--- config.mk ---
export PLATFORM = sky130hd
export DESIGN_NAME = bcd_display_flat
export DESIGN_NICKNAME = d
export VERILOG_FILES = /design/src/rtl/bcd_display_pkg.sv /design/src/rtl/bcd_display_if.sv /design/src/rtl/bcd_display_bin2bcd_seq.sv /design/src/rtl/bcd_display.sv /design/src/flat_wrapper.sv
export SDC_FILE = /design/constraint.sdc
export NUM_CORES = 1
export LEC_CHECK = 0
export CORE_MARGIN = 3
export CORE_UTILIZATION = 39
export DETAILED_ROUTE_END_ITERATION = 8
export MAX_ROUTING_LAYER = met4
export PLACE_DENSITY_LB_ADDON = 0.05
export SLEW_MARGIN = 20
export SYNTH_ARGS = -nofsm -noshare
export SYNTH_HDL_FRONTEND = slang
export SYNTH_HIERARCHICAL = 1
export SYNTH_SLANG_ARGS = --single-unit
--- constraint.sdc ---
create_clock -name clk -period 4.2 [get_ports clk]
set_clock_uncertainty 0.05 [all_clocks]
set_input_delay 1.26 -clock clk [delete_from_list [all_inputs] [get_ports clk]]
set_output_delay 1.26 -clock clk [all_outputs]
set_load 0.005 [all_outputs]
--- src/rtl/bcd_display_pkg.sv ---
// bcd_display_pkg: converter state encoding, display sizes and 7-segment patterns.
package bcd_display_pkg;
   typedef enum logic [1:0] {IDLE, SHIFT, COMMIT} state_t;
   localparam int NUM_DIGITS = 3;
   localparam int BIN_W = 8;
   localparam int BCD_W = 12;
   localparam logic [6:0] SEG_0 = 7'h3F;
   localparam logic [6:0] SEG_1 = 7'h06;
   localparam logic [6:0] SEG_2 = 7'h5B;
   localparam logic [6:0] SEG_3 = 7'h4F;
   localparam logic [6:0] SEG_4 = 7'h66;
   localparam logic [6:0] SEG_5 = 7'h6D;
   localparam logic [6:0] SEG_6 = 7'h7D;
   localparam logic [6:0] SEG_7 = 7'h07;
   localparam logic [6:0] SEG_8 = 7'h7F;
   localparam logic [6:0] SEG_9 = 7'h6F;
   localparam logic [6:0] SEG_OFF = 7'h00;
   function automatic logic [6:0] seg_encode(input logic [3:0] d);
      case (d)
         4'd0: return SEG_0;
         4'd1: return SEG_1;
         4'd2: return SEG_2;
         4'd3: return SEG_3;
         4'd4: return SEG_4;
         4'd5: return SEG_5;
         4'd6: return SEG_6;
         4'd7: return SEG_7;
         4'd8: return SEG_8;
         4'd9: return SEG_9;
         default: return SEG_OFF;
      endcase
   endfunction
endpackage

--- src/rtl/bcd_display_if.sv ---
// bcd_display_if: value input plus segment/anode/busy outputs of the display block.
interface bcd_display_if;
   import bcd_display_pkg::*;
   logic [BIN_W-1:0] value;
   logic [6:0] seg;
   logic [NUM_DIGITS-1:0] an;
   logic busy;
   modport master (output value, input seg, an, busy);
   modport slave (input value, output seg, an, busy);
endinterface

--- src/rtl/bcd_display_bin2bcd_seq.sv ---
// bin2bcd_seq: sequential double-dabble, converts value_q whenever it differs from the last converted value.
module bin2bcd_seq
   import bcd_display_pkg::*;
(
   input  logic             clk,
   input  logic             rst_n,
   input  logic [BIN_W-1:0] value_q,
   output logic [BCD_W-1:0] disp,
   output logic             busy
);
   state_t state_q;
   logic [BIN_W-1:0] last_q;
   logic [BCD_W+BIN_W-1:0] sr_q, sr_adj;
   logic [2:0] cnt_q;
   logic [BCD_W-1:0] disp_q;
   always_comb begin
      sr_adj = sr_q;
      for (int i = 0; i < NUM_DIGITS; i++)
         if (sr_q[BIN_W+4*i +: 4] >= 4'd5) sr_adj[BIN_W+4*i +: 4] = sr_q[BIN_W+4*i +: 4] + 4'd3;
   end
   always_ff @(posedge clk or negedge rst_n) begin
      if (!rst_n) begin
         state_q <= IDLE;
         last_q  <= '0;
         sr_q    <= '0;
         cnt_q   <= '0;
         disp_q  <= '0;
      end else begin
         case (state_q)
            IDLE: if (value_q != last_q) begin
               sr_q    <= {{BCD_W{1'b0}}, value_q};
               last_q  <= value_q;
               cnt_q   <= '0;
               state_q <= SHIFT;
            end
            SHIFT: begin
               sr_q  <= {sr_adj[BCD_W+BIN_W-2:0], 1'b0};
               cnt_q <= cnt_q + 3'd1;
               if (cnt_q == 3'd7) state_q <= COMMIT;
            end
            COMMIT: begin
               disp_q  <= sr_q[BCD_W+BIN_W-1 -: BCD_W];
               state_q <= IDLE;
            end
            default: state_q <= IDLE;
         endcase
      end
   end
   assign disp = disp_q;
   assign busy = state_q != IDLE;
endmodule

--- src/rtl/bcd_display.sv ---
// bcd_display: 3-digit multiplexed 7-segment decimal display of an 8-bit value.
// Define BCD_DISPLAY_LEADING_ZERO_BLANK_EN to blank leading zero digits.
module bcd_display
   import bcd_display_pkg::*;
#(
   parameter int SCAN_BITS      = 16,
   parameter bit SEG_ACTIVE_LOW = 1,
   parameter bit AN_ACTIVE_LOW  = 1
)(
   input logic           clk,
   input logic           rst_n,
   bcd_display_if.slave  bus
);
   localparam logic [6:0] SEG_INV = SEG_ACTIVE_LOW ? 7'h7F : 7'h00;
   localparam logic [NUM_DIGITS-1:0] AN_INV = AN_ACTIVE_LOW ? '1 : '0;
   logic [BIN_W-1:0] value_q;
   logic [BCD_W-1:0] disp;
   logic busy;
   logic [SCAN_BITS-1:0] scan_q, scan_d;
   logic [1:0] idx_q, idx_d;
   logic [6:0] seg_q, seg_d;
   logic [NUM_DIGITS-1:0] an_q, an_d;
   logic [3:0] digit;
   logic blank;
   bin2bcd_seq u_conv (.clk(clk), .rst_n(rst_n), .value_q(value_q), .disp(disp), .busy(busy));
   always_comb begin
      scan_d = scan_q + SCAN_BITS'(1);
      idx_d  = (&scan_q) ? (idx_q >= 2'd2 ? 2'd0 : idx_q + 2'd1) : (idx_q == 2'd3 ? 2'd0 : idx_q);
      digit  = idx_q == 2'd0 ? disp[3:0] : idx_q == 2'd1 ? disp[7:4] : disp[11:8];
`ifdef BCD_DISPLAY_LEADING_ZERO_BLANK_EN
      blank  = (idx_q == 2'd2 && disp[11:8] == 4'd0) || (idx_q == 2'd1 && disp[11:4] == 8'd0);
`else
      blank  = 1'b0;
`endif
      an_d   = (blank ? '0 : NUM_DIGITS'(1) << idx_q) ^ AN_INV;
      seg_d  = (blank ? SEG_OFF : seg_encode(digit)) ^ SEG_INV;
   end
   always_ff @(posedge clk or negedge rst_n) begin
      if (!rst_n) begin
         value_q <= '0;
         scan_q  <= '0;
         idx_q   <= '0;
         seg_q   <= SEG_INV;
         an_q    <= AN_INV;
      end else begin
         value_q <= bus.value;
         scan_q  <= scan_d;
         idx_q   <= idx_d;
         seg_q   <= seg_d;
         an_q    <= an_d;
      end
   end
   assign bus.seg  = seg_q;
   assign bus.an   = an_q;
   assign bus.busy = busy;
endmodule

--- src/flat_wrapper.sv ---
// flat-port wrapper written by rule: the top's interface ports become plain ports
module bcd_display_flat import bcd_display_pkg::*;
#(
   parameter int SCAN_BITS      = 16,
   parameter bit SEG_ACTIVE_LOW = 1,
   parameter bit AN_ACTIVE_LOW  = 1
)
  (clk, rst_n, bus_value, bus_seg, bus_an, bus_busy);
  bcd_display_if bus_i ();
  input logic clk;
  input logic rst_n;
  input wire logic [$bits(bus_i.value)-1:0] bus_value;
  output wire logic [$bits(bus_i.seg)-1:0] bus_seg;
  output wire logic [$bits(bus_i.an)-1:0] bus_an;
  output wire logic [$bits(bus_i.busy)-1:0] bus_busy;
  assign bus_i.value = bus_value;
  assign bus_seg = bus_i.seg;
  assign bus_an = bus_i.an;
  assign bus_busy = bus_i.busy;
  bcd_display #(.SCAN_BITS(SCAN_BITS), .SEG_ACTIVE_LOW(SEG_ACTIVE_LOW), .AN_ACTIVE_LOW(AN_ACTIVE_LOW)) u_core (.clk(clk), .rst_n(rst_n), .bus(bus_i));
endmodule
==> key figures, run 1 <==
Status
  – Status: finished, final reports clean

Drt
  – Initial DRC count: 71
  – Drt total wl: 6160 um
  – Met3 wire len: 230 um
  – WL/cell: 13.2 um
  – Vias per cell: 4.84
  – Vias: 2251
  – Residual DRC: 0
  – Wl on met1: 3240 um
  – Max Used Layer: met4
  – Met2 WL: 2650 um
  – Drt pass-1 iters: 4
  – ANT nets after route: 0

Clock network
  – CTS tree: yes
  – Clock-pin slew on the worst setup and hold paths: 80 ps
  – Post-CTS Setup Bufs: 0
  – Deepest clock path buffer count: 2
  – Post-CTS sizing: 0
  – CTS H-tree depth: 3
  – Number of buffers created by CTS: 9
  – Root Buffer: clkbuf_8
  – # clock sinks: 81
  – Hold buffer count at cts: 0
  – Worst skew pair latency: 350 ps

Global route
  – Largest net degree at the start of global routing: 82
  – Total congestion overflow: 0
  – First-pass GRT wire length: 10700 um
  – Vias in the first global route: 2228
  – Initial antenna violation count: 0
  – Gr usage total: 13.4%

Yosys
  – Area fraction in compound gates after synthesis: 11.0%
  – Mapped Area: 3700 sq um
  – Largest family of logic cells by synthesized area: simple AND/OR/NAND/NOR gates
  – Xor/xnor share of the synthesized area: 6.40%
  – Main synth FF type: dfrtp_1
  – Simple-Gate Fraction of Synth Area: 11.5%
  – Post-synthesis sequential area ratio: 55.2%
  – Synth unique cells: 46
  – Synth Area in Adders: 4.74%
  – Post-synthesis mux area share: 7.92%
  – Mapped Cells: 315
  – Seq cells post-synth: 81
  – Yosys Warn Count: 6
  – Avg Cell Area, Syn: 11.7 sq um
  – Mapped Nets: 339
  – Post-synth EDFFs: 0
  – Async S/R FF share, synth: 100%

Power
  – Worst vdd ir: 275 uV
  – Total power density per cell area: 642 nW/um^2
  – P_leak: 0.00180 uW
  – Tot Pwr: 2690 uW

Timing
  – Max frequency: 356 MHz
  – Max transition margin: 42.1%
  – Final hold violations: 0
  – Setup TNS: 0 ps
  – Slew Limit Fails: 0
  – Measured slew at the worst slew-check pin: 869 ps
  – Finish-stage setup viols: 0
  – RSZ-0062 raised after global routing: no
  – Minimum clock period after layout: 2810 ps
  – Final Cycle Share: 66.8%
  – Setup ws final: 1390 ps

Min path
  – Worst Hold Path Cells: 1
  – HP Class: flip-flop to flip-flop
  – Hold endpoint: u_core/scan_q[4]
  – Worst hold start: u_core/scan_q[4]

Die
  – Core area: 8980 sq um
  – Starting Density: 41.2%
  – Row count: 34
  – Die width: 103 um
  – Die area: 10700 sq um
  – Io pins: 21
  – Die height: 103 um

Setup path
  – WP data required: 2890 ps
  – Crit path DAT: 1500 ps
  – RR Startpoint: u_core/idx_q[0]
  – CP max FO: 5
  – Reg2reg path depth: 7
  – Crit start category: flip-flop
  – CP Class: flip-flop to output port
  – Worst setup EP type: output port
  – RR Endpoint: u_core/bus.seg[5]
  – R2r setup slk: 1950 ps

Placement
  – RePlAce Congestion: 0.776
  – Port bufs: 20
  – Area post-placement: 3990 sq um
  – Cells after DPL: 449
  – Detailed placement HPWL: 3970 um
  – Place WS: 1780 ps

Layout
  – Finished Cell Area: 4180 sq um
  – Layout cell share with drive strength beyond 1: 15.6%
  – Final #Nets: 358
  – Ant. Diodes: 0
  – Post-Layout Cell Count: 465
  – Area Overhead vs Synth: 13.2%

Job
  – Max-cap violations: 0
==> synth_stat cells (2+ instances only) <==
library cell	n	area share, %
nor2_1	10	1.0
nor4b_1	3	0.71
o21ai_0	17	2.3
nand2_1	29	2.9
inv_1	13	1.3
and3_1	5	0.85
and2_1	10	1.7
mux2i_1	6	1.6
nand3_1	7	0.95
mux2_2	18	5.5
nand2b_1	7	1.2
mux2_4	2	0.81
buf_6	3	0.91
clkbuf_1	7	0.71
o211ai_1	2	0.41
a21oi_1	5	0.68
dfstp_2	10	7.1
o32ai_1	2	0.47
nand4_1	5	0.85
a221o_1	7	1.9
buf_2	2	0.27
o21a_1	5	1.0
dfrtp_1	71	48
xnor2_1	19	4.5
o22ai_1	5	0.85
a31oi_1	4	0.68
ha_1	14	4.7
xor2_1	8	1.9
o21ai_2	2	0.47
==> state kept, by name, summed over array words and instances (netlist names) <==
register	cells
u_core/u_conv/sr_q	20
u_core/scan_q	16
u_core/u_conv/disp	12
u_core/u_conv/last_q	8
u_core/value_q	8
u_core/bus.seg	7
u_core/bus.an	3
u_core/u_conv/cnt_q	3
u_core/idx_q	2
u_core/u_conv/state_q	2
==> routing by layer <==
| metal | up-vias | track usage, % |
|---|---|---|
| li1 | 1136 | - |
| met1 | 1077 | 18.1 |
| met2 | 32 | 19.2 |
| met3 | 6 | 4.43 |
| met4 | 0 | 3.88 |
| met5 | - | - |
==> critical path, stage by stage (launching register included) <==
cell	delay, ps
dfrtp_1	420
nor2_1	220
inv_1	60
clkdlybuf4s50_1	450
==> cell families after synthesis <==
kind of cell | count (synthesis)
xor gates and xnor gates | 27
DFF | 81
adders and majority gates | 14
AOI/OAI and AO/OA | 59
and+or+nand+nor | 83
buffers and inverters | 25
muxes | 26
==> how the worst max path moves through the flow <==
stage	slack, ps	start	endpoint
4_1_cts	1360	u_core/u_conv/state_q[0]	bus_busy
2_1_floorplan	2240	u_core/u_conv/state_q[0]	bus_busy
6_report	1390	u_core/u_conv/state_q[0]	bus_busy
3_5_place_dp	1780	u_core/u_conv/state_q[0]	bus_busy
5_1_grt	1290	u_core/u_conv/state_q[1]	bus_busy
3_3_place_gp	1780	u_core/u_conv/state_q[0]	bus_busy
==> report_power, final <==
group | internal [uW] | leakage (uW) | switching [uW] | total, uW
sequential | 1030 | 0.00101 | 150 | 1180
combinational | 478 | 0.000693 | 465 | 944
clock | 290 | 0.000103 | 276 | 566
total | 1800 | 0.00180 | 891 | 2690
==> layout by cell type (no fill, tap or decap), types with 2 or more instances in the layout <==
cell type	Yosys	layout
nand2b_1	7	7
dfstp_2	10	10
a31oi_1	4	4
a221o_1	7	7
a21oi_1	5	5
o32ai_1	2	2
o21ai_0	17	17
o22ai_1	5	5
nand4_1	5	5
and2_1	10	10
clkdlybuf4s50_1	0	19
mux2_4	2	2
clkinv_2	0	3
nor2_1	10	10
and3_1	5	5
o21a_1	5	5
mux2i_1	6	6
clkbuf_8	0	10
ha_1	14	14
inv_1	13	13
o21ai_2	2	2
xor2_1	8	8
nor4b_1	3	3
mux2_2	18	18
o211ai_1	2	2
nand3_1	7	7
nand2_1	29	29
dfrtp_1	71	71
xnor2_1	19	19
==> area by class of cell <==
type / instances / area [sq um]
Clock buffer: 11 / 141
Clock inverter: 5 / 53.8
Fill cell: 836 / 4790
Inverter: 13 / 48.8
Multi-Input combinational cell: 209 / 1540
Sequential cell: 81 / 2040
Tap cell: 126 / 158
Timing Repair Buffer: 20 / 201
==> per-stage QoR <==
stage	hold WS (ps)	util (%)
CTS	426	46.6
global placement	405	44.4
global route	442	46.6
floorplan	388	-
detailed placement	413	44.4
finish	418	46.6
(Power assumes the default switching activity.)
==> inputs of run 2 (changes only) <==
Clock period 4.2 ns to 2.4 ns, I/O delays scaled along.
==> run 2 against run 1 <==
- worst hold slack lost 180 ps
- register-to-register slack worse by 1500 ps
- critical path type unchanged
- largest power group unchanged
- largest cell class unchanged
- core utilization increased by 0.82 points
- final cell count is 1.5% higher
- routed wire length up 3.1%
==> key figures, run 2 (synthesis results as in run 1) <==
Status
  – Status: finished, final reports clean (unchanged)

Timing
  – Max frequency: 445 MHz
  – Max transition margin: 53.5% (was 42.1%)
  – Setup TNS: 0 ps (unchanged)
  – Measured slew at the worst slew-check pin: 697 ps (was 869 ps)
  – Final Cycle Share: 93.7%
  – Finish-stage setup viols: 0 (unchanged)
  – Minimum clock period after layout: 2250 ps
  – RSZ-0062 raised after global routing: no (unchanged)
  – Slew Limit Fails: 0 (unchanged)
  – Final hold violations: 0 (unchanged)

Setup path
  – Critical path's slowest cell: clkdlybuf4s50_1 (unchanged)
  – R2r setup slk: 400 ps (was 1950 ps)
  – Delay-heaviest family, CP: buffers and inverters (unchanged)
  – RR Endpoint: u_core/bus.seg[5] (unchanged)
  – Worst setup EP type: output port (unchanged)
  – Buf/Inv on CP: 2 (unchanged)
  – Max incr delay on CP: 450 ps (about the same)
  – Crit start category: flip-flop (unchanged)
  – Reg2reg path depth: 7 (unchanged)
  – CP Class: flip-flop to output port (unchanged)
  – WP data required: 1630 ps (was 2890 ps)
  – CP max FO: 5 (unchanged)
  – Worst-path cell chain: nor2_2, inv_1, clkdlybuf4s50_1 (was nor2_1, inv_1, clkdlybuf4s50_1)
  – RR Startpoint: u_core/idx_q[0] (unchanged)
  – Crit path DAT: 1480 ps (was 1500 ps)

Drt
  – WL/cell: 13.5 um (was 13.2 um)
  – Drt pass-1 iters: 4 (unchanged)
  – Vias: 2283 (was 2251)
  – Drt total wl: 6350 um (was 6160 um)
  – ANT nets after route: 0 (unchanged)
  – Residual DRC: 0 (unchanged)
  – Vias per cell: 4.84 (about the same)
  – Initial DRC count: 61 (was 71)

Die
  – Starting Density: 41.2% (unchanged)
  – Row count: 34 (unchanged)
  – Io pins: 21 (unchanged)
  – Die area: 10700 sq um (unchanged)
  – Die width: 103 um (unchanged)
  – Die height: 103 um (unchanged)
  – Core area: 8980 sq um (unchanged)

Placement
  – Detailed placement HPWL: 4320 um (was 3970 um)
  – Port bufs: 20 (unchanged)
  – Area post-placement: 4050 sq um (was 3990 sq um)
  – RePlAce Congestion: 0.721 (was 0.776)

Global route
  – Total congestion overflow: 0 (unchanged)
  – Largest net degree at the start of global routing: 32 (was 82)
  – Initial antenna violation count: 0 (unchanged)
  – Vias in the first global route: 2331 (was 2228)
  – First-pass GRT wire length: 11100 um (was 10700 um)
  – Gr usage total: 13.8% (was 13.4%)

Job
  – Max-cap violations: 0 (unchanged)

Layout
  – Most common cell after layout, fill and taps aside: dfrtp_1 (unchanged)
  – Layout cell share with drive strength beyond 1: 17.1% (was 15.6%)
  – Ant. Diodes: 0 (unchanged)
  – Area Overhead vs Synth: 15.2% (was 13.2%)
  – Fillers: 817 (was 836)
  – Number of flip-flops in the largest register: 20 (unchanged)
  – Largest register by flop count: u_core/u_conv/sr_q (unchanged)
  – Final core utilization: 47.4% (was 46.6%)
  – Finished Cell Area: 4260 sq um (was 4180 sq um)
  – Multi-input logic area: 1540 sq um (unchanged)
  – Most frequent cells in the layout: dfrtp_1, nand2_1, clkdlybuf4s50_1, xnor2_1, mux2_2 (unchanged)
  – Final #Nets: 365 (was 358)
  – Register Area: 2040 sq um (unchanged)

Clock network
  – CTS tree: yes (unchanged)
  – Worst skew pair latency: 350 ps (about the same)
  – Deepest clock path buffer count: 2 (unchanged)
  – Root Buffer: clkbuf_8 (unchanged)
  – # clock sinks: 81 (unchanged)
  – Post-CTS Setup Bufs: 0 (unchanged)
  – CTS H-tree depth: 3 (unchanged)
  – Number of buffers created by CTS: 9 (unchanged)
  – Clock-pin slew on the worst setup and hold paths: 80 ps (about the same)

Power
  – Worst vdd ir: 532 uV (was 275 uV)
  – Total power density per cell area: 1130 nW/um^2 (was 642 nW/um^2)
  – P_leak: 0.00184 uW (was 0.00180 uW)

Min path
  – HP Class: input port to async pin (was flip-flop to flip-flop)
run 2: routing by layer:
layer | track usage, % | vias up | wire length (um)
li1 | - | 1155 | -
met1 | 18.0 | 1095 | 3320
met2 | 20.6 | 25 | 2740
met3 | 4.43 | 8 | 217
met4 | 3.88 | 0 | 70
met5 | - | - | 0
run 2: area by class of cell:
| class | count | area share (%) |
|---|---|---|
| clock inverters | 4 | 1.20 |
| flip-flops and latches | 81 | 47.9 |
| clock buffers | 12 | 3.67 |
| well taps | 126 | 3.70 |
| inverters | 13 | 1.15 |
| repair buffers | 27 | 6.17 |
| multi-input cells | 209 | 36.2 |
run 2: worst max-delay path by stage:
stage,start,to,cells after the start
2_1_floorplan,u_core/idx_q[0],u_core/bus.seg[5],8
3_3_place_gp,u_core/idx_q[0],u_core/bus.seg[5],7
3_5_place_dp,u_core/idx_q[0],u_core/bus.seg[5],7
4_1_cts,u_core/u_conv/state_q[0],bus_busy,3
5_1_grt,u_core/u_conv/state_q[0],bus_busy,3
6_report,u_core/u_conv/state_q[0],bus_busy,3
run 2: per-stage QoR:
stage | power [uW] | setup slack [ps] | cells | hold slack [ps]
after global routing | 5210 | 46.4 | 472 | 250
after detailed placement | 3830 | 409 | 456 | 406
after global placement | 3800 | 444 | 456 | 406
after CTS | 4890 | 60.6 | 472 | 238
final | 4810 | 152 | 472 | 241
after floorplan | 3340 | 450 | 315 | 374
run 2: worst register-to-register path, stage by stage, from the launching register on:
cell     delay (ps)
dfrtp_1         520
mux2_2          370
mux2i_1         170
inv_1            90
ha_1            240
and2_1          170
o21ai_0         160
a41oi_1         130
run 2: where the power goes:
| group | internal, uW | switching (uW) | total (uW) | leakage, uW |
|---|---|---|---|---|
| clock | 545 | 485 | 1030 | 0.000102 |
| sequential | 1800 | 269 | 2070 | 0.00101 |
| combinational | 880 | 829 | 1710 | 0.000729 |
| total | 3220 | 1580 | 4810 | 0.00184 |
run 2: repair_timing:
| action | CTS | global route |
|---|---|---|
| hold buffers | 0 | 0 |
| resized for setup | 0 | 1 |
| setup endpoints to repair | 0 | 1 |
==> inputs of run 3 (changes only) <==
Settings changed: CTS_CLUSTER_DIAMETER set to 50, RECOVER_POWER set to 100.
==> run 3 against run 2 <==
- the flow now finishes with violations (capacitance limit, slew limit)
- core utilization decreased by 0.31 points
- sequential share of layout area up 0.31 points
- register-to-register slack worse by 100 ps
- critical path depth stayed put
- setup slack gained 21 ps
- clock power about the same
- die area is the same
==> key figures, run 3 (synthesis results as in run 1) <==
Power
  – Total power density per cell area: 1120 nW/um^2 (was 1130 nW/um^2)
  – P_leak: 0.00182 uW (was 0.00184 uW)
  – Worst vdd ir: 527 uV (was 532 uV)
  – Tot Pwr: 4750 uW (was 4810 uW)

Layout
  – Area Overhead vs Synth: 14.4% (was 15.2%)
  – Ant. Diodes: 0 (unchanged)
  – Finished Cell Area: 4230 sq um (was 4260 sq um)
  – Final #Nets: 365 (unchanged)
  – Layout cell share with drive strength beyond 1: 15.0% (was 17.1%)
  – Largest register by flop count: u_core/u_conv/sr_q (unchanged)
  – Most common cell after layout, fill and taps aside: dfrtp_1 (unchanged)
  – Number of flip-flops in the largest register: 20 (unchanged)
  – Most frequent cells in the layout: dfrtp_1, nand2_1, xnor2_1, dlygate4sd3_1, mux2_2 (was dfrtp_1, nand2_1, clkdlybuf4s50_1, xnor2_1, mux2_2)
  – Post-Layout Cell Count: 472 (unchanged)

Die
  – Die height: 103 um (unchanged)
  – Starting Density: 41.2% (unchanged)
  – Die area: 10700 sq um (unchanged)
  – Core area: 8980 sq um (unchanged)
  – Die width: 103 um (unchanged)
  – Io pins: 21 (unchanged)
  – Row count: 34 (unchanged)

Clock network
  – CTS H-tree depth: 3 (unchanged)
  – Deepest clock path buffer count: 2 (unchanged)
  – Hold buffer count at cts: 0 (unchanged)
  – Worst skew pair latency: 350 ps (about the same)
  – Root Buffer: clkbuf_8 (unchanged)
  – Number of buffers created by CTS: 9 (unchanged)
  – Clock-pin slew on the worst setup and hold paths: 80 ps (about the same)
  – # clock sinks: 81 (unchanged)
  – CTS tree: yes (unchanged)

Setup path
  – Crit path DAT: 1460 ps (was 1480 ps)
  – CP Class: flip-flop to output port (unchanged)
  – Worst setup EP type: output port (unchanged)
  – CP max FO: 5 (unchanged)
  – Crit start category: flip-flop (unchanged)
  – WP data required: 1630 ps (about the same)

Placement
  – Area post-placement: 4050 sq um (unchanged)
  – Cells after DPL: 456 (unchanged)
  – RePlAce Congestion: 0.721 (unchanged)
  – Port bufs: 20 (unchanged)
  – Detailed placement HPWL: 4320 um (unchanged)

Timing
  – Minimum clock period after layout: 2230 ps (was 2250 ps)
  – Max transition margin: -13.0% (was 53.5%)
  – Setup TNS: 0 ps (unchanged)
  – Min Hold Slack: 421 ps (was 241 ps)
  – Final hold violations: 0 (unchanged)
  – RSZ-0062 raised after global routing: no (unchanged)
  – Max frequency: 449 MHz (was 445 MHz)
  – Final Cycle Share: 92.8% (was 93.7%)
  – Measured slew at the worst slew-check pin: 1700 ps (was 697 ps)
  – Slew Limit Fails: 31 (was 0)
  – Finish-stage setup viols: 0 (unchanged)

Global route
  – First-pass GRT wire length: 11100 um (unchanged)
  – Gr usage total: 13.8% (unchanged)
  – Initial antenna violation count: 0 (unchanged)
  – Vias in the first global route: 2331 (unchanged)
  – Total congestion overflow: 0 (unchanged)
  – Largest net degree at the start of global routing: 32 (unchanged)

Drt
  – Vias per cell: 4.83 (was 4.84)
  – Residual DRC: 0 (unchanged)
  – WL/cell: 13.5 um (about the same)
  – ANT nets after route: 0 (unchanged)
  – Initial DRC count: 56 (was 61)
  – Drt total wl: 6370 um (was 6350 um)
  – Drt pass-1 iters: 4 (unchanged)
  – Vias: 2282 (was 2283)

Job
  – Max-cap violations: 1 (was 0)

Status
  – Failing checks: capacitance limit, slew limit
  – Status: complete, but fails checks (was finished, final reports clean)

Min path
  – HP Class: flip-flop to flip-flop (was input port to async pin)
-- run 3: cell types whose count changed in the layout (fill, tap and decap cells not counted) --
| cell | before | now |
|---|---|---|
| nor3_1 | 1 | 2 |
| and2_1 | 10 | 8 |
| clkbuf_1 | 2 | 6 |
| clkdlybuf4s50_1 | 19 | 1 |
| and2_0 | 0 | 2 |
| dlygate4sd3_1 | 0 | 18 |
| mux2_1 | 0 | 1 |
| nor3_2 | 1 | 0 |
| buf_4 | 7 | 3 |
| mux2_4 | 2 | 1 |
| o21ai_2 | 2 | 1 |
| o21ai_1 | 1 | 2 |
-- run 3: path summary, 6_finish.rpt --
path	slack [ps]	start	cells past startpoint	to
setup / recovery	170	u_core/u_conv/state_q[0]	3	bus_busy
hold / removal	420	u_core/scan_q[4]	1	u_core/scan_q[4]
setup reg to reg	300	u_core/value_q[6]	4	u_core/u_conv/last_q[4]
hold reg to reg	420	u_core/scan_q[4]	1	u_core/scan_q[4]
max in group asynchronous	460	rst_n	2	u_core/u_conv/sr_q[3]
min in group asynchronous	750	rst_n	1	u_core/scan_q[7]
-- run 3: report_power, final --
part / total, uW / switching, uW / internal [uW]
sequential: 2070 / 267 / 1800
combinational: 1650 / 826 / 827
clock: 1030 / 487 / 545
-- run 3: layout make-up --
type | count | area [sq um]
fill | 822 | 4750
sequential | 81 | 2040
multi-input combinational | 209 | 1530
timing repair buffer | 27 | 248
tap | 126 | 158
clock buffer | 12 | 156
clock inverter | 4 | 51.3
inverter | 13 | 48.8
-- run 3: timing repair --
item	in CTS	in global routing
buffers inserted	0	0
resized for setup	0	1
endpoints found under the setup margin	0	1
-- run 3: per-stage QoR --
step	worst slack (ps)	utilization (%)
after CTS	60.6	47.4
after detailed placement	409	45.1
final	174	47.1
after floorplan	450	-
after global routing	68.0	47.1
after global placement	444	45.1
-- run 3: worst max-delay path, cell delays in order (launching register included) --
cell and delay [ps]:
dfrtp_1 430, nor2_2 170, inv_1 60, clkdlybuf4s50_1 450
-- run 3: per-layer routing --
layer  track usage (%)  routed length, um  up-vias
met5                 -                  0        -
met1              18.0               3320     1093
met4              3.88                 52        0
li1                  -                  -     1156
met2              20.6               2770       26
met3              4.43                224        7
